$ cat config.mk
export PLATFORM = sky130hd
export DESIGN_NAME = xext_bridge
export DESIGN_NICKNAME = d
export VERILOG_FILES = /design/src/rtl/xext_bridge.sv
export SDC_FILE = /design/constraint.sdc
export NUM_CORES = 1
export LEC_CHECK = 0
export ABC_CLOCK_PERIOD_IN_PS = 3700
export CORE_UTILIZATION = 43
export DETAILED_ROUTE_END_ITERATION = 6
export GPL_ROUTABILITY_DRIVEN = 0
export PLACE_DENSITY = 0.95
export SLEW_MARGIN = 20
export SYNTH_ARGS = -nofsm -noshare
export SYNTH_HDL_FRONTEND = slang
export SYNTH_SLANG_ARGS = --single-unit
export TNS_END_PERCENT = 1
$ cat constraint.sdc
create_clock -name clk -period 3.7 [get_ports clk]
set_clock_uncertainty 0.15 [all_clocks]
set_input_delay 1.11 -clock clk [delete_from_list [all_inputs] [get_ports clk]]
set_output_delay 1.11 -clock clk [all_outputs]
set_load 0.02 [all_outputs]
$ cat src/rtl/xext_bridge.sv
`default_nettype none
// ============================================================================
// Module   : xext_bridge
// Purpose  : Bridges a single-cycle CPU access to the external address window
//            onto a req/ack external bus. The CPU is stalled until the slave
//            acknowledges or a timeout expires. Read data is latched for the
//            decoder's read mux, and a timeout raises a one-cycle bus error.
// Ports    : clk            - system clock, rising edge
//            rst            - asynchronous reset, active-low
//            ext_sel        - access strobe from the address decoder
//            we/addr/data_in- CPU access attributes, valid with ext_sel
//            ext_data_to_rd - latched read data for the decoder mux
//            ext_stall      - combinational CPU pipeline hold
//            ext_err        - one-cycle pulse on timeout abort
//            bus_req/we/addr/wdata - external bus request side
//            bus_rdata/bus_ack     - external bus response side
// Revision : 1.0 - initial release
// ============================================================================
module xext_bridge #(
  parameter int DATA_W     = 32,
  parameter int EXT_ADDR_W = 12,
  parameter int TIMEOUT    = 255,
  parameter int TO_W       = 8,
  parameter int ADDR_W     = 32
) (
  input  logic                  clk,
  input  logic                  rst,
  input  logic                  ext_sel,
  input  logic                  we,
  input  logic [ADDR_W-1:0]     addr,
  input  logic [DATA_W-1:0]     data_in,
  output logic [DATA_W-1:0]     ext_data_to_rd,
  output logic                  ext_stall,
  output logic                  ext_err,
  output logic                  bus_req,
  output logic                  bus_we,
  output logic [EXT_ADDR_W-1:0] bus_addr,
  output logic [DATA_W-1:0]     bus_wdata,
  input  logic [DATA_W-1:0]     bus_rdata,
  input  logic                  bus_ack
);

  localparam logic [TO_W-1:0] c_TO_LAST = TO_W'(TIMEOUT - 1);

  typedef enum logic [1:0] {
    S_IDLE = 2'd0,
    S_REQ  = 2'd1,
    S_DONE = 2'd2
  } state_t;

  state_t                r_state;
  state_t                w_next;
  logic                  r_req;
  logic                  r_we;
  logic                  r_err;
  logic [EXT_ADDR_W-1:0] r_addr;
  logic [DATA_W-1:0]     r_wdata;
  logic [DATA_W-1:0]     r_rdata;
  logic [TO_W-1:0]       r_cnt;
  logic                  w_timeout;

  // Only the low address bits reach the external bus.
  logic w_unused_addr;
  assign w_unused_addr = ^addr[ADDR_W-1:EXT_ADDR_W];

  // Abort only when no ack arrives on the last allowed REQ cycle; an ack on
  // that same cycle still completes the transfer normally.
  assign w_timeout = (r_cnt == c_TO_LAST) && !bus_ack;

  always_ff @(posedge clk or negedge rst) begin
    if (!rst) begin
      r_state <= S_IDLE;
    end else begin
      r_state <= w_next;
    end
  end

  always_comb begin
    w_next = r_state;
    unique case (r_state)
      S_IDLE:  if (ext_sel) w_next = S_REQ;
      S_REQ:   if (bus_ack || w_timeout) w_next = S_DONE;
      S_DONE:  w_next = S_IDLE;
      default: w_next = S_IDLE;
    endcase
  end

  always_ff @(posedge clk or negedge rst) begin
    if (!rst) begin
      r_req   <= 1'b0;
      r_we    <= 1'b0;
      r_err   <= 1'b0;
      r_addr  <= '0;
      r_wdata <= '0;
      r_rdata <= '0;
      r_cnt   <= '0;
    end else begin
      unique case (r_state)
        S_IDLE: begin
          r_err <= 1'b0;
          // bus_ack is deliberately ignored here.
          if (ext_sel) begin
            r_addr  <= addr[EXT_ADDR_W-1:0];
            r_we    <= we;
            r_wdata <= data_in;
            r_req   <= 1'b1;
            r_cnt   <= '0;
          end
        end
        S_REQ: begin
          if (bus_ack) begin
            r_req <= 1'b0;
            if (!r_we) r_rdata <= bus_rdata;
          end else if (w_timeout) begin
            r_req   <= 1'b0;
            r_rdata <= '0;
            r_err   <= 1'b1;
          end else begin
            r_cnt <= r_cnt + 1'b1;
          end
        end
        S_DONE: begin
          r_err <= 1'b0;
        end
        default: begin
          r_req <= 1'b0;
          r_err <= 1'b0;
        end
      endcase
    end
  end

  // DONE is the single cycle in which the CPU is released.
  assign ext_stall      = ext_sel && (r_state != S_DONE);
  assign ext_err        = r_err;
  assign bus_req        = r_req;
  assign bus_we         = r_we;
  assign bus_addr       = r_addr;
  assign bus_wdata      = r_wdata;
  assign ext_data_to_rd = r_rdata;

endmodule
`default_nettype wire

==> summary.txt <==
Synth
  • Async set-or-reset flop fraction in the synthesized netlist: 100%
  • Share of the yosys chip area belonging to registers: 63.6%
  • Number of instances in the synthesized netlist: 333
  • Avg Cell Area, Syn: 10.5 sq um
  • Post-synthesis instance area: 0.00350 sq mm
  • Area share of the largest cell type after synthesis: 63.6%
  • Number of warnings issued by yosys: 0
  • Synthesized Nets: 436
  • Number of synthesized flops with an enable pin: 0
  • Main flop type after synthesis: dfrtp_1
  • Synth area leaders: dfrtp_1 (64%), nand2_1 (15%), a22o_1 (8.0%)
  • Post-synth cell types: 35
  • Dominant cell type by area after synthesis: dfrtp_1
  • Count of state elements after synthesis: 89

Final layout
  • Antenna diode count: 0
  • Final-layout fill cell count: 571
  • Final net count: 595
  • Layout overhead on the synthesized area: 54.4%
  • Fraction of final layout cells sized beyond drive strength 1: 6.44%
  • Number of standard cells in the layout, taps in and fillers out: 599

Die
  • Count of pins on the block boundary: 181
  • Placement Rows: 32
  • Core outline area: 0.00781 sq mm
  • Area of the die: 0.00851 sq mm
  • Die W: 92.3 microns
  • Initial Utilization: 44.9%
  • Die Height: 92.3 microns

Clock tree
  • Clock tree from TritonCTS: built
  • Clock transition at path regs: 80 ps
  • CTS HTree Levels: 3
  • Number of hold buffers added after cts: 0
  • Clk root buf: clkbuf_8
  • Clock Path Buffers: 2
  • Number of sinks driven by the clock tree: 89
  • CTS-repair resized insts: 1
  • Clock insertion delay at the later pin of the skew report: 340 ps
  • Buffers inserted during post-CTS setup optimization: 0
  • Number of buffers added by the clock tree synthesis step: 9

GRT
  • Number of global-route vias before repair: 3,000
  • Global-route wire length before repair: 14,200 microns
  • Initial antenna violation count: 0
  • Global routing usage summed across all routing layers: 21.4%
  • Grt ovf: 0
  • Maximum number of pins on one net before global-route repair: 90

Placed design
  • Port bufs: 160
  • Placed wire-length estimate: 6110 microns
  • Dpl cells: 583

Timing
  • Final count of negative-setup-slack endpoints: 0
  • Unrepaired setup endpoints after global routing: false
  • Min Clock Period, post-route: 3440 ps
  • Number of pins exceeding their max-slew limit in the final report: 0
  • Slew HR: 45.2%
  • Total count of hold-check failures in the final report: 0
  • Slew of the pin with the lowest slew margin: 819 ps
  • Highest attainable clock frequency: 291 MHz
  • Tcrit/Tclk final: 92.9%

Power and ir drop
  • Power density of the placed cells: 784 mW/mm^2
  • Logic pwr share: 45.5%
  • Clock network power share: 17.1%
  • Internal power: 2710 uW
  • Sequential share of power: 37.5%
  • Proportion of total power due to net switching: 36.2%
  • Net switching component of the power: 1540 uW
  • Max rail drop VDD: 0.413 mV
  • Leak: 0.00257 uW
  • Post-route total power: 4240 uW

Min path
  • Class of the worst hold path: register to register

Detailed routing
  • Post-route antenna net violation count: 0
  • First DRT Iteration DRCs: 95
  • Avg WL per Cell: 14.4 microns
  • Detail-routed via count per cell: 4.88
  • Final wirelength: 8620 microns
  • Via count: 2,926
  • Post-route DRC: 0
  • Router iterations before antenna repair: 4

Setup path
  • Cell chain of the critical path: clkdlybuf4s50_1, a21boi_0, dlygate4sd2_1
  • Largest delay share family, worst path: buffers and inverters
  • Worst stage delay on the critical path: 480 ps
  • Master of the slowest instance on the critical path: clkdlybuf4s50_1
  • Element type at the critical path start: input port
  • Start-to-end type of the worst setup path: input port to output pin
  • Number of buffer and inverter stages on the critical path: 2
  • Maximum fanout along the worst path: 2
  • Critical Path Sink Type: output pin
  • CP required: 2440 ps
  • Worst Path Arrival: 2180 ps

Flow run
  • Count of maximum capacitance violations: 0

Run status
  • Run status: finished, final reports clean
==> per-stage QoR <==
step | instance area (sq um) | hold WS [ps] | setup slack, ps | util [%] | TNS [ps]
final | 5410 | 332 | 263 | 69.3 | 0
after global routing | 5410 | 349 | 238 | 69.3 | 0
after CTS | 5410 | 334 | 271 | 69.2 | 0
after detailed placement | 5180 | 313 | -22.6 | 66.4 | -22.6
after global placement | 5180 | 306 | 14.9 | 66.3 | 0
after floorplan | 3500 | 358 | 821 | - | 0
==> power by group through the flow <==
stage,clock network [uW],registers (uW),logic (uW)
global route,778,1640,2060
global placement,0,1570,1900
detailed placement,0,1600,1950
floorplan,0,2050,486
finish,724,1590,1930
CTS,750,1590,1950
==> path summary, 6_finish.rpt <==
check | start | to | slack [ps] | cells past startpoint
worst max register to register | r_cnt[0] | ext_data_to_rd[13] | 1580 | 6
max in group asynchronous | rst | bus_addr[6] | 2220 | 1
worst max-delay path | ext_sel | ext_stall | 260 | 3
min in group asynchronous | rst | ext_data_to_rd[12] | 670 | 1
worst min-delay path | bus_wdata[7] | bus_wdata[7] | 330 | 2
worst min register to register | bus_wdata[7] | bus_wdata[7] | 330 | 2
==> kinds of logic after synthesis <==
logic type               share of synthesized area, %
buffers and inverters                            3.43
adder cells (fa/ha/maj)                         0.714
AND/OR/NAND/NOR                                  20.4
XOR/XNOR                                        0.250
flip-flops                                       63.6
AO/OA/AOI/OAI                                    11.7
==> cell usage after synthesis, types with 2 or more instances <==
cell / number
a21boi_0: 2
nor3_1: 2
buf_2: 6
dfrtp_1: 89
inv_2: 4
ha_1: 2
nand3_1: 9
a22o_1: 32
clkbuf_1: 7
nand2_1: 141
nor2_1: 10
o21ai_1: 3
buf_6: 4
==> cells in the final DEF, fill, tap and decap left out, types with 3 or more instances in the layout <==
| cell | n |
|---|---|
| clkbuf_8 | 10 |
| clkdlybuf4s50_1 | 158 |
| o21ai_1 | 3 |
| inv_2 | 4 |
| a22o_1 | 32 |
| dfrtp_1 | 89 |
| nand2_1 | 141 |
| nand3_1 | 8 |
| buf_4 | 5 |
| nor2_1 | 10 |
==> per-layer routing <==
metal	wire, microns	track usage (%)	up-vias	share of wire, %
met5	0	0	-	0
met1	3640	26.5	1374	42
met3	765	6.38	12	8.9
met2	4050	35.1	128	47
met4	159	8.33	0	1.8
li1	-	-	1412	-
==> sequential cells by signal (all words and copies together), names as in the netlist <==
name	flops
bus_we	1
ext_err	1
r_state	2
bus_req	1
bus_addr	12
ext_data_to_rd	32
bus_wdata	32
r_cnt	8
==> worst min-delay path, cell delays in order (launching register included) <==
cell	delay (ps)
dfrtp_1	350
nand2_1	50
nand2_1	50
==> final cells by class <==
type	instances	area (sq um)	share of cell area, %
clock buffer	12	145	2.68
clock inverter	4	76.3	1.41
inverter	5	18.8	0.347
multi-input combinational	222	1170	21.7
sequential	89	2230	41.2
tap	102	128	2.36
timing repair buffer	165	1640	30.3
Note: power is estimated with default switching activity, not from simulation.
